## config.mk

```make
export PLATFORM = sky130hd
export DESIGN_NAME = axis_symbol_sampler
export DESIGN_NICKNAME = d
export VERILOG_FILES = /design/src/rtl/axis_symbol_sampler.sv
export SDC_FILE = /design/constraint.sdc
export NUM_CORES = 1
export LEC_CHECK = 0
export BUFFER_PORTS_ARGS = -buffer_cell sky130_fd_sc_hd__buf_2
export CORE_MARGIN = 2
export CORE_UTILIZATION = 60
export DETAILED_ROUTE_END_ITERATION = 8
export PLACE_DENSITY = 0.85
export SYNTH_ARGS = -nofsm -noshare
export SYNTH_HDL_FRONTEND = slang
export SYNTH_SLANG_ARGS = --single-unit
export TNS_END_PERCENT = 100
```

## constraint.sdc

```tcl
create_clock -name ce_clk -period 7.1 [get_ports ce_clk]
set_input_delay 0.355 -clock ce_clk [delete_from_list [all_inputs] [get_ports ce_clk]]
set_output_delay 0.355 -clock ce_clk [all_outputs]
set_load 0.02 [all_outputs]
```

## src/rtl/axis_symbol_sampler.sv

```systemverilog
// ---------------------------------------------------------------------------
// axis_symbol_sampler : symbol-rate sampler / QPSK hard-decision packer for
// an IQ AXI-stream, with block-owned tlast framing.   Rev 1.0
// ---------------------------------------------------------------------------
`default_nettype none

module axis_symbol_sampler #(
  parameter int WIDTH = 16,
  parameter int LEN_W = 16,
  parameter int CNT_W = 32
) (
  input  logic               ce_clk,
  input  logic               ce_rst,
  input  logic               clear,
  input  logic [1:0]         mode,
  input  logic [LEN_W-1:0]   pkt_len,
  input  logic [2*WIDTH-1:0] i_tdata,
  input  logic               i_tstb,
  input  logic               i_tvalid,
  output logic               i_tready,
  output logic [2*WIDTH-1:0] o_tdata,
  output logic               o_tlast,
  output logic               o_tvalid,
  input  logic               o_tready,
  output logic [CNT_W-1:0]   sym_cnt
);

  localparam int PIDX_W = (WIDTH > 1) ? $clog2(WIDTH) : 1;
  localparam logic [PIDX_W-1:0] PIDX_LAST = PIDX_W'(WIDTH - 1);
  localparam logic [1:0] MODE_PASS = 2'd0;
  localparam logic [1:0] MODE_PACK = 2'd2;

  logic               o_tvalid_q, o_tvalid_d;
  logic               o_tlast_q,  o_tlast_d;
  logic [2*WIDTH-1:0] o_tdata_q,  o_tdata_d;
  logic [2*WIDTH-1:0] pack_q,     pack_d;
  logic [PIDX_W-1:0]  pidx_q,     pidx_d;
  logic [LEN_W-1:0]   wcnt_q,     wcnt_d;
  logic [LEN_W-1:0]   len_q,      len_d;
  logic [1:0]         mode_q,     mode_d;
  logic [CNT_W-1:0]   sym_cnt_q,  sym_cnt_d;

  logic               w_boundary;
  logic [1:0]         w_mode;
  logic [LEN_W-1:0]   w_len;
  logic               w_accept;
  logic               w_sym_beat;
  logic               w_pack_beat;
  logic               w_produce;
  logic               w_last;
  logic [1:0]         w_sym;
  logic [2*WIDTH-1:0] w_pack_word;

  assign i_tready = ~ce_rst & (~o_tvalid_q | o_tready);
  assign o_tvalid = o_tvalid_q;
  assign o_tdata  = o_tdata_q;
  assign o_tlast  = o_tlast_q;
  assign sym_cnt  = sym_cnt_q;

  // At a packet boundary the live mode/length govern the beat in flight,
  // so the first beat of a new packet already follows the new settings.
  assign w_boundary  = (wcnt_q == '0) && (pidx_q == '0);
  assign w_mode      = w_boundary ? mode : mode_q;
  assign w_len       = w_boundary ? ((pkt_len == '0) ? LEN_W'(1) : pkt_len) : len_q;

  assign w_accept    = i_tvalid & i_tready;
  assign w_sym_beat  = w_accept & i_tstb & (w_mode != MODE_PASS);
  assign w_pack_beat = w_sym_beat & (w_mode == MODE_PACK);
  assign w_produce   = w_accept & ((w_mode == MODE_PASS) |
                       (i_tstb & ((w_mode != MODE_PACK) | (pidx_q == PIDX_LAST))));
  assign w_last      = (wcnt_q == (w_len - LEN_W'(1)));

  // Non-negative component decides 1; symbols shift in from the top so the
  // first symbol of a word ends up in the LSBs.
  assign w_sym       = {~i_tdata[2*WIDTH-1], ~i_tdata[WIDTH-1]};
  assign w_pack_word = {w_sym, pack_q[2*WIDTH-1:2]};

  always_comb begin
    o_tvalid_d = o_tvalid_q;
    o_tlast_d  = o_tlast_q;
    o_tdata_d  = o_tdata_q;
    pack_d     = pack_q;
    pidx_d     = pidx_q;
    wcnt_d     = wcnt_q;
    len_d      = w_len;
    mode_d     = w_mode;
    sym_cnt_d  = sym_cnt_q;

    if (o_tvalid_q && o_tready) begin
      o_tvalid_d = 1'b0;
    end

    if (clear) begin
      o_tvalid_d = 1'b0;
      o_tlast_d  = 1'b0;
      pack_d     = '0;
      pidx_d     = '0;
      wcnt_d     = '0;
      len_d      = len_q;
      mode_d     = mode_q;
    end else begin
      if (w_produce) begin
        o_tvalid_d = 1'b1;
        o_tdata_d  = (w_mode == MODE_PACK) ? w_pack_word : i_tdata;
        o_tlast_d  = w_last;
        wcnt_d     = w_last ? '0 : wcnt_q + LEN_W'(1);
      end
      if (w_pack_beat) begin
        pack_d = w_pack_word;
        pidx_d = (pidx_q == PIDX_LAST) ? '0 : pidx_q + PIDX_W'(1);
      end
      if (w_sym_beat) begin
        sym_cnt_d = sym_cnt_q + CNT_W'(1);
      end
    end
  end

  always_ff @(posedge ce_clk) begin
    if (ce_rst) begin
      o_tvalid_q <= 1'b0;
      o_tlast_q  <= 1'b0;
      o_tdata_q  <= '0;
      pack_q     <= '0;
      pidx_q     <= '0;
      wcnt_q     <= '0;
      len_q      <= LEN_W'(1);
      mode_q     <= MODE_PASS;
      sym_cnt_q  <= '0;
    end else begin
      o_tvalid_q <= o_tvalid_d;
      o_tlast_q  <= o_tlast_d;
      o_tdata_q  <= o_tdata_d;
      pack_q     <= pack_d;
      pidx_q     <= pidx_d;
      wcnt_q     <= wcnt_d;
      len_q      <= len_d;
      mode_q     <= mode_d;
      sym_cnt_q  <= sym_cnt_d;
    end
  end

endmodule

`default_nettype wire
```

# [Word level (Yosys, flattened, before mapping)]
# Index checks and enable logic that the tools add are counted.
[op_classes] n_mux=8 n_eq_ne=4 reduce_logical=11 bitwise=15 add_sub_neg=4
[ops] op="$mux W16" count=3
[ops] op="$add A32 B1 Y32 const B" count=1
[ops] op="$logic_not A16 Y1" count=2
[ops] op="$mux W32" count=1
[ops] op="$add A16 B1 Y16 const B" count=1
[ops] op="$eq A16 B16 Y1" count=1
[ops] op="$sub A16 B1 Y16 const B" count=1
[ops] op="$and A1 B1 Y1" count=7
[ops] op="$not A1 Y1" count=5
[ops] op="$add A4 B1 Y4 const B" count=1
[ops] op="$eq A4 B4 Y1 const B" count=1
[ops] op="$logic_not A4 Y1" count=1
[ops] op="$mux W4" count=1
[ops] op="$reduce_and A2 Y1" count=2
[ops] op="$reduce_bool A2 Y1" count=2
[ops] op="$or A1 B1 Y1" count=3
[ops] op="$eq A2 B2 Y1 const B" count=1
[ops] op="$logic_and A1 B1 Y1" count=2
[ops] op="$logic_not A2 Y1" count=1
[ops] op="$mux W1" count=2
[ops] op="$mux W2" count=1
[ops] op="$ne A2 B2 Y1 const B" count=1
[ops] op="$reduce_or A2 Y1" count=1
[word_totals] ff_bits=136 out_inout_bits=67

# [Logic depth before layout (Yosys ltp)]
# Gate-level depths: netlist (run 1).
[depth] depth_word=9 mapped_depth=17

# [Worst setup path after synthesis (run 1)]
# Ideal clock, no wire load.
[synth_path] path_kind="register -> register" start="register pidx_q[0]" end="register wcnt_q[4]" path_slack_ns=3.758 setup_ns=0.132 stages_incl_launch_ff=17 t_arrival_ns=3.210 path_cell_list="dfxtp_1 inv_1 ha_1 or4b_1 buf_2 nor2_4 mux2i_1 ha_1 nand2_1 nor3_1 o22ai_1 xnor2_1 a2111oi_0 and4_1 buf_4 buf_6 nor3_1"
[synth_via] elab_chain_len=8 word_cells_on_any_way=14 classes_between="add/sub: 1; eq/ne: 3; mux: 3; bitwise: 4; reduce/logical: 3"
[synth_rtl] element="start, declared" line_no="37" source="logic [PIDX_W-1:0] pidx_q, pidx_d;"
[synth_rtl] element="start signal, assigned" line_no="134" source="pidx_q <= pidx_d;"
[synth_rtl] element="parallel branches: the longest is 8 deep, another holds $sub A16 B1 Y16"
[synth_rtl] element="end signal, assigned" line_no="135" source="wcnt_q <= wcnt_d;"
[synth_rtl] element="end, declared" line_no="38" source="logic [LEN_W-1:0] wcnt_q, wcnt_d;"
# Several ways; the timed one is not identified.
# A chain may end at the register's enable or synchronous reset.

# [Final worst setup path (run 1)]
[layout_path] start="register wcnt_q[0]" end="register wcnt_q[7]"
[layout_via] elab_chain_len=8 word_cells_on_any_way=14 classes_between="add/sub: 2; eq/ne: 2; mux: 3; bitwise: 4; reduce/logical: 3"
[layout_rtl] element="parallel branches: the longest is 8 deep, another holds $sub A16 B1 Y16"
# Several ways; the timed one is not identified.

==> results.cfg, run 1 <==
[status]
status = completed

[timing]
finalSetupViolations = 0
hold_viol = 0
min_period_ns = 4.48
worst_slew_pin_slew_ns = 1.15
finalWorstSetupSlack_ns = 2.62
final_max_slew_viol_count = 0
rsz0062_at_grt = no
finClkSkew_ns = 0.0128
tns_ns = 0
fin_crit_sh_pct = 63.1
fmax_ghz = 0.223
relSlewSlack_pct = 23.0
hold_slack_ns = 0.161

[synth]
synth_cell_types = 74
ys_top_cells_by_area = dfxtp_1 (38%), nand2_1 (6.6%), a211oi_2 (5.2%)
yosys_warnings = 0
synth-edff-count = 0
synth_top_cell_by_area = dfxtp_1
mappedNetlistArea_um2 = 7030
synth_top_area_share_pct = 38.1
ys_seq_area_share_pct = 38.1
synth_common_cells = dfxtp_1 (134), nand2_1 (124), nor2_1 (76)
syn_nets = 888
synth.most_common_cell = dfxtp_1
synthArstFlopShare_pct = 0
ys_seq_elements = 134
synthFlopType = dfxtp_1
syn_inst = 826
syn_area_per_cell_um2 = 8.51

[critical_path]
startpoint = wcnt_q[0]
arrival_ns = 4.74
cp-end-kind = register
reg2reg_from = wcnt_q[0]
cp_max_fo = 16
worstPathRequired_ns = 7.36
path_class = reg -> reg
worst_setup_path_start_kind = register

[global_route]
grt_pass1_wl_um = 28500
grt_max_degree = 64
grt_overflow_total = 0
antenna_found_initial = 0
grtUsageTotal_pct = 27.4
first_global_vias = 6052

[die]
die_w_um = 112
pin_count = 123
die_area_um2 = 12600
rows = 39
core_um2 = 11400
die_height_um = 112
start_util_pct = 61.6

[power]
leakagePower_nw = 3.31
vdd_ir_drop_max_mv = 0.190
power_mw = 1.84
power_density_nw_per_um2 = 225

[clock_network]
cts_tree = yes
cts_buffer_depth = 2
hold_buffers = 0
clk_pin_slew_worst_paths_ns = 0.06
cts.sinks = 134
clockRootBuffer = clkbuf_16
cts-resized-gates = 0
cts_made_buffers = 17
clock_latency_ns = 0.43
cts_setup_buffers = 0
htree_num_levels = 4

[layout]
drive_gt1_share_pct = 23.8
num-nets-final = 979
multiInputGateArea_um2 = 4040
layoutNonFillerInstCount = 1073
syn2layout_area_growth_pct = 16.6
utilization_pct = 71.8
ff_latch_area_um2 = 2680
diodes = 0
fillers = 860
final_area_um2 = 8200

[detailed_routing]
drt-initial-drc-count = 479
wl_met3_um = 1170
num_vias = 6346
drt_first_pass_iters = 7
drtAntennaViolNets = 0
drcViolationCount = 0
drt-total-wl_um = 16800
wl_met1_um = 7270
wl_met2_um = 8000
detail_route.vias_per_cell = 5.91
top_layer = met4
wl_per_cell_um = 15.7

[placement]
placed_area_um2 = 7590
placed_cells = 1041
place_congestion = 0.931
io_buffers = 122
pre_cts_slack_ns = 2.82
hpwl_um = 11500

[run]
maxCapViolations = 0

[min_path]
holdCritPathClass = in -> reg
hold_start = i_tdata[31]
==> state kept, by name, summed over array words and instances (netlist names) <==
name      count
mode_q        2
o_tvalid      1
len_q        16
sym_cnt      32
o_tlast       1
wcnt_q       16
pidx_q        4
o_tdata      32
pack_q       30
==> final cells by class <==
class | count | share of cell area [%]
Multi-Input combinational cell | 626 | 49.2
Inverter | 11 | 0.504
Sequential cell | 134 | 32.7
Clock inverter | 10 | 1.42
Tap cell | 143 | 2.18
Timing Repair Buffer | 127 | 7.94
Clock buffer | 22 | 6.03
==> routing by layer <==
layer  vias to the layer above  GRT usage [%]
met1                      2995           34.5
met2                       209           44.1
met4                         0           10.7
met5                         -              0
met3                        36           8.37
li1                       3106              -
==> layout by cell type (no fill, tap or decap), types with 4 or more instances in the layout <==
master       n
nand4_1     15
xnor2_1     23
inv_1       11
nor3_1      30
mux2i_1     34
o31ai_1      4
clkbuf_16   17
ha_1         6
o21ai_0     12
nand3_1     20
xor2_1      39
a211o_1      4
a21oi_1     65
a211oi_2    29
nor4_1       9
and4_1       6
o211ai_1     7
nor2_1      75
buf_2      121
clkbuf_8     5
nand4b_1     4
a211oi_1    10
nor2_2      12
dfxtp_1    134
or4_1        4
nand2_1    124
nand2b_1    10
buf_4        6
and3_1      14
or3_1        8
==> where the power goes <==
group          total (mW)  switching [mW]  internal, mW
logic               0.170           0.104        0.0658
clock network       0.894           0.330         0.564
registers           0.779          0.0132         0.766
==> critical path, cell delays in order, from the launching register on <==
cell	delay [ns]
dfxtp_1	0.36
inv_1	0.10
ha_1	0.14
nor4b_2	0.36
nand4_2	0.46
nor2_4	0.40
mux2i_1	0.27
ha_1	0.28
nand2_1	0.09
nor3_1	0.29
o22ai_1	0.15
xnor2_1	0.15
a2111oi_0	0.44
and4_1	0.68
nor3_1	0.12
==> logic make-up after synthesis <==
logic type	count (synthesis)	share of synthesized area, %
buffers and inverters	66	4.75
adders and majority gates	6	1.07
and+or+nand+nor	359	25.9
muxes	35	5.00
DFF	134	38.1
AOI/OAI and AO/OA	164	17.5
xor gates and xnor gates	62	7.72
==> path summary, 6_finish.rpt <==
check                                  end  slack [ns]  cells after the start
worst max-delay path             wcnt_q[7]        2.62                     14
worst min-delay path            pack_q[31]        0.16                      2
worst max register to register   wcnt_q[7]        2.62                     14
worst min register to register   pack_q[3]        0.46                      2
(Power assumes the default switching activity.)
==> run 2: changes to the inputs <==
--- a/config.mk
+++ b/config.mk
@@ -5,11 +5,12 @@
 export SDC_FILE = /design/constraint.sdc
 export NUM_CORES = 1
 export LEC_CHECK = 0
+export ABC_AREA = 1
 export BUFFER_PORTS_ARGS = -buffer_cell sky130_fd_sc_hd__buf_2
 export CORE_MARGIN = 2
-export CORE_UTILIZATION = 60
+export CORE_UTILIZATION = 57
 export DETAILED_ROUTE_END_ITERATION = 8
-export PLACE_DENSITY = 0.85
+export PLACE_DENSITY = 0.81
 export SYNTH_ARGS = -nofsm -noshare
 export SYNTH_HDL_FRONTEND = slang
 export SYNTH_SLANG_ARGS = --single-unit
==> constraint.sdc (replaced) <==
create_clock -name ce_clk -period 4.31 [get_ports ce_clk]
set_input_delay 0.2155 -clock ce_clk [delete_from_list [all_inputs] [get_ports ce_clk]]
set_output_delay 0.2155 -clock ce_clk [all_outputs]
set_load 0.02 [all_outputs]
==> run 2 against run 1 <==
Effect of this change: combinational power up 94%; synthesized cell count is 30% higher; flip-flop and latch count did not move; critical endpoint is now wcnt_q[5]; largest cell class unchanged; largest power group unchanged; highest routed layer unchanged.
==> results.cfg, run 2 <==
[timing]
min_period_ns = 3.53
rsz0062_at_grt = no
worst_slew_pin_slew_ns = 0.818
final_max_slew_viol_count = 0
fin_crit_sh_pct = 81.9
fmax_ghz = 0.283
relSlewSlack_pct = 45.4
tns_ns = 0
finClkSkew_ns = 0.0101
hold_viol = 0
hold_slack_ns = 0.0374
finalSetupViolations = 0

[critical_path]
reg2reg_to = wcnt_q[5]
reg2reg_depth = 18
cp_max_fo = 21
startpoint = pidx_q[0]
cp-end-kind = register
cp_cell_sequence = inv_1 > ha_1 > nand3_1 > nor2_4 > nand2_2 > o21ai_1 > ha_1 > nand2_2 > nor2_4 > nand2_1 > nand2_1 > nand2_1 > nand2_1 > nand4_1 > nor2_1 > nand4_4 > nand2_1 > inv_1
path_class = reg -> reg
worstPathRequired_ns = 4.63
slowest_delay_ns = 0.38
path_common_cell = nand2_1
reg2reg_from = pidx_q[0]
crit_end = wcnt_q[5]
worst_setup_path_start_kind = register
critical_path.slowest_cell = o21ai_1
r2r_slack_ns = 0.78
arrival_ns = 3.85

[synth]
synth.most_common_cell = nand2_1
syn_nets = 1139
synth_common_cells = nand2_1 (308), dfxtp_1 (134), inv_1 (119)
ys_seq_area_share_pct = 37.0
synth-compound-area-share_pct = 15.3
synth_top_cell_by_area = dfxtp_1
ys_top_cells_by_area = dfxtp_1 (37%), nand2_1 (16%), inv_1 (6.2%)
synth_cell_types = 42
synth_xor_area_share_pct = 2.29
yosys_warnings = 0
syn_inst = 1077
synthMuxAreaShare_pct = 0
synthFlopType = dfxtp_1
synth-edff-count = 0
synth_top_area_share_pct = 37.0
synth_top_family_by_area = simple AND/OR/NAND/NOR gates
mappedNetlistArea_um2 = 7260
synthAdderAreaFrac_pct = 1.03
syn_area_per_cell_um2 = 6.74
synth-simple-area-share_pct = 34.8
ys_seq_elements = 134
synthArstFlopShare_pct = 0

[placement]
place_congestion = 0.967
io_buffers = 122
placed_cells = 1337
hpwl_um = 13200

[global_route]
grt_pass1_wl_um = 30200
grtUsageTotal_pct = 27.6
antenna_found_initial = 0
grt_max_degree = 41
grt_overflow_total = 0
first_global_vias = 6441

[detailed_routing]
drt-total-wl_um = 19000
drt-initial-drc-count = 841
detail_route.vias_per_cell = 5.40
drt_first_pass_iters = 7
drcViolationCount = 0
num_vias = 7390
drtAntennaViolNets = 0
wl_per_cell_um = 13.9

[clock_network]
clock_latency_ns = 0.42
hold_buffers = 0
clockRootBuffer = clkbuf_16
clk_pin_slew_worst_paths_ns = 0.06
cts.sinks = 134
cts_setup_buffers = 0
cts-resized-gates = 0
cts_tree = yes
cts_buffer_depth = 2
cts_made_buffers = 17
htree_num_levels = 4

[layout]
ff_latch_area_um2 = 2680
final_common_cell = nand2_1
drive_gt1_share_pct = 19.2
layoutNonFillerInstCount = 1369
layout_common_cells = nand2_1 (308), dfxtp_1 (134), buf_2 (122), inv_1 (119), nor2_1 (76)
syn2layout_area_growth_pct = 18.1
num-nets-final = 1246
utilization_pct = 68.5
diodes = 0
fillers = 1092
multiInputGateArea_um2 = 3880

[power]
power_density_nw_per_um2 = 369
leakagePower_nw = 3.83
vdd_ir_drop_max_mv = 0.280

[run]
maxCapViolations = 0

[die]
core_um2 = 12500
die_area_um2 = 13700
die_height_um = 117
rows = 41
start_util_pct = 58.0
pin_count = 123
die_w_um = 117

[min_path]
holdCritPathClass = in -> reg
hold_depth = 2

[status]
status = completed
run 2: cell types whose count changed after synthesis, moves of 21 or more:
cell and change:
a211oi_2 -29, mux2i_1 -34, inv_1 +108, nand2_1 +184, xor2_1 -22, xnor2_1 -21
o21ai_0 +60, nand3_1 +32, a31oi_1 +33
run 2: through the flow:
step | power (mW) | worst slack, ns | instance area (µm²)
2_1_floorplan | 1.54 | 1.59 | 7260
3_3_place_gp | 1.62 | 0.883 | 7940
3_5_place_dp | 1.63 | 0.863 | 7940
4_1_cts | 3.17 | 0.823 | 8570
5_1_grt | 3.27 | 0.366 | 8570
6_report | 3.16 | 0.781 | 8570
run 2: worst min path at each step:
| stage | from | endpoint | slack, ns |
|---|---|---|---|
| 2_1_floorplan | i_tdata[31] | pack_q[31] | 0.31 |
| 3_3_place_gp | i_tdata[31] | pack_q[31] | 0.44 |
| 3_5_place_dp | pack_q[2] | pack_q[2] | 0.46 |
| 4_1_cts | i_tdata[31] | pack_q[31] | 0.02 |
| 5_1_grt | i_tdata[31] | pack_q[31] | 0.03 |
| 6_report | i_tdata[31] | pack_q[31] | 0.04 |
run 2: area by class of cell:
| cell class | count | area share (%) |
|---|---|---|
| Inverter | 128 | 5.60 |
| Clock buffer | 17 | 4.96 |
| Tap cell | 172 | 2.51 |
| Sequential cell | 134 | 31.3 |
| Timing Repair Buffer | 130 | 7.97 |
| Clock inverter | 15 | 2.42 |
| Multi-Input combinational cell | 773 | 45.2 |
run 2: report_power, final:
part           switching [mW]  internal (mW)
clock network           0.612          0.938
logic                   0.225          0.105
registers              0.0149           1.27
total                   0.851           2.31
run 2: logic make-up after synthesis:
| group | count (synthesis) |
|---|---|
| buffers and inverters | 170 |
| flip-flops | 134 |
| AND/OR/NAND/NOR | 547 |
| adder cells (fa/ha/maj) | 6 |
| AO/OA/AOI/OAI | 201 |
| XOR/XNOR | 19 |
run 2: worst max-delay path: cells and delay by family, from the launching register on:
kind | cells | cell delay [ns]
buf+inv | 2 | 0.16
flops | 1 | 0.31
fa+ha+maj | 2 | 0.47
simple gates | 13 | 2.09
compound gates | 1 | 0.38
run 2: metal layers:
metal	up-vias	GRT usage, %	routed length (µm)
li1	3713	-	-
met1	3355	37.7	8650
met2	285	44.5	8770
met3	37	5.15	1220
met4	0	8.94	319
met5	-	0	0
==> run 3: changes to the inputs <==
--- a/config.mk
+++ b/config.mk
@@ -8,9 +8,9 @@
 export ABC_AREA = 1
 export BUFFER_PORTS_ARGS = -buffer_cell sky130_fd_sc_hd__buf_2
 export CORE_MARGIN = 2
-export CORE_UTILIZATION = 57
+export CORE_UTILIZATION = 51
 export DETAILED_ROUTE_END_ITERATION = 8
-export PLACE_DENSITY = 0.81
+export PLACE_DENSITY = 0.76
 export SYNTH_ARGS = -nofsm -noshare
 export SYNTH_HDL_FRONTEND = slang
 export SYNTH_SLANG_ARGS = --single-unit
==> constraint.sdc (replaced) <==
create_clock -name ce_clk -period 2.9 [get_ports ce_clk]
set_input_delay 0.145 -clock ce_clk [delete_from_list [all_inputs] [get_ports ce_clk]]
set_output_delay 0.145 -clock ce_clk [all_outputs]
set_load 0.02 [all_outputs]
==> run 3 against run 2 <==
Effect of this change: critical path depth grew 3; global-route usage shrank 1.6 points; design area grew 10%; sequential share of layout area shrank 2.9 points; flip-flop and latch count is the same; clock skew shrank 0.0042 ns.
==> results.cfg, run 3 (synthesized netlist as in run 2, its figures left out) <==
[detailed_routing]
drt-total-wl_um = 20700
detail_route.vias_per_cell = 5.33
num_vias = 7730
wl_per_cell_um = 14.3
drt_first_pass_iters = 5
drtAntennaViolNets = 0
drcViolationCount = 0
drt-initial-drc-count = 719

[timing]
tns_ns = 0
finClkSkew_ns = 0.00597
fmax_ghz = 0.352
min_period_ns = 2.84
finalSetupViolations = 0
worst_slew_pin_slew_ns = 0.865
relSlewSlack_pct = 42.3
final_max_slew_viol_count = 0
rsz0062_at_grt = yes
fin_crit_sh_pct = 98.0
hold_viol = 0

[layout]
fillers = 1135
layoutNonFillerInstCount = 1449
syn2layout_area_growth_pct = 30.2
final_area_um2 = 9450
diodes = 0
drive_gt1_share_pct = 24.1
num-nets-final = 1318
multiInputGateArea_um2 = 4120
final_common_cell = nand2_1
ff_latch_area_um2 = 2690
layout_common_cells = nand2_1 (296), dfxtp_1 (132), buf_2 (123), inv_1 (115), a21oi_1 (74)

[global_route]
grt_max_degree = 65
grtUsageTotal_pct = 26.0
grt_pass1_wl_um = 31600
antenna_found_initial = 0
grt_overflow_total = 0
first_global_vias = 6785

[min_path]
worstHoldEndpoint = o_tdata[15]
holdCritPathClass = in -> reg
hold_depth = 3
hold_start = i_tdata[15]

[die]
core_um2 = 13900
pin_count = 123
die_w_um = 123
die_height_um = 123
start_util_pct = 52.3
rows = 43
die_area_um2 = 15200

[critical_path]
worst_setup_path_start_kind = register
worst-path-buf-inv = 3
reg2reg_from = pidx_q[1]
cp_max_fo = 6
reg2reg_to = wcnt_q[14]
slowest_delay_ns = 0.32
cp-end-kind = register
arrival_ns = 3.16
critPathTopFamily = simple AND/OR/NAND/NOR gates
reg2reg_depth = 21
critical_path.slowest_cell = dfxtp_2
r2r_slack_ns = 0.06
path_class = reg -> reg
worstPathRequired_ns = 3.22
cp_cell_sequence = inv_2 > ha_4 > nand3_4 > nor2_4 > nand2_4 > buf_12 > nand2_2 > nand2_4 > nand2_4 > nor2_8 > buf_4 > nand2_1 > nand2_1 > nor2_1 > nand3_1 > nor2_1 > nand3_1 > nor2_1 > nand2_2 > nand2_4 > nor2_1

[status]
status = completed

[power]
leakagePower_nw = 4.23
power_density_nw_per_um2 = 491
vdd_ir_drop_max_mv = 0.439

[clock_network]
htree_num_levels = 4
cts.sinks = 134
clockRootBuffer = clkbuf_16
clk_pin_slew_worst_paths_ns = 0.06
cts_made_buffers = 17
cts_tree = yes
cts_buffer_depth = 2
clock_latency_ns = 0.43

[placement]
placed_area_um2 = 8120
place_congestion = 0.948
io_buffers = 122
placed_cells = 1366
hpwl_um = 13600

[run]
maxCapViolations = 0
==> run 3: area by class of cell <==
| type | count | area share, % |
|---|---|---|
| repair buffers | 201 | 14.4 |
| well taps | 180 | 2.38 |
| inverters | 128 | 5.08 |
| clock buffers | 18 | 4.54 |
| clock inverters | 14 | 1.60 |
| multi-input cells | 774 | 43.6 |
| flip-flops and latches | 134 | 28.4 |
==> run 3: through the flow <==
| step | util, % | power, mW | hold slack, ns | worst slack (ns) |
|---|---|---|---|---|
| floorplan | - | 2.28 | 0.235 | 0.177 |
| global placement | 58.5 | 2.43 | 0.369 | 0.200 |
| detailed placement | 58.5 | 2.43 | 0.375 | 0.0984 |
| CTS | 64.9 | 4.59 | 0.00509 | 0.0900 |
| global route | 68.1 | 4.83 | 0.0305 | -0.123 |
| finish | 68.1 | 4.64 | 0.0155 | 0.0569 |
==> run 3: worst max-delay path by stage <==
stage               startpoint    endpoint  slack [ns]  depth (start not counted)
floorplan            wcnt_q[0]  wcnt_q[13]        0.18                         18
global placement     pidx_q[1]  wcnt_q[13]        0.20                         18
detailed placement   pidx_q[1]  wcnt_q[13]         0.1                         16
CTS                  pidx_q[1]  wcnt_q[13]        0.09                         16
global route         pidx_q[1]  wcnt_q[12]       -0.12                         16
finish               pidx_q[1]  wcnt_q[14]        0.06                         21
==> run 3: worst reg2reg max path, cell delays in order, from the launching register on <==
cell and delay [ns]:
dfxtp_2 0.32, inv_2 0.08, ha_4 0.16, nand3_4 0.08, nor2_4 0.22, nand2_4 0.17
buf_12 0.18, nand2_2 0.07, nand2_4 0.09, nand2_4 0.10, nor2_8 0.06, buf_4 0.16
nand2_1 0.05, nand2_1 0.08, nor2_1 0.14, nand3_1 0.09, nor2_1 0.13, nand3_1 0.12
nor2_1 0.15, nand2_2 0.13, nand2_4 0.11, nor2_1 0.04
==> run 3: power breakdown <==
part | total, mW | internal, mW | switching (mW)
registers | 1.91 | 1.88 | 0.0222
clock network | 2.15 | 1.27 | 0.873
logic | 0.592 | 0.224 | 0.368
==> run 3: per-layer routing <==
metal	share of wire, %	up-vias	track usage (%)
met4	2.2	0	9.87
met2	45	322	40.0
met5	0	-	0
met3	7.4	41	5.12
met1	45	3500	35.9
li1	-	3867	-
==> run 3: what timing repair did <==
item                                    4_1_cts  5_1_grt
gates resized for setup                       0       63
endpoints found under the hold margin        31        0
setup buffers                                 0       16
hold buffers                                 31        0
endpoints found under the setup margin        0       44
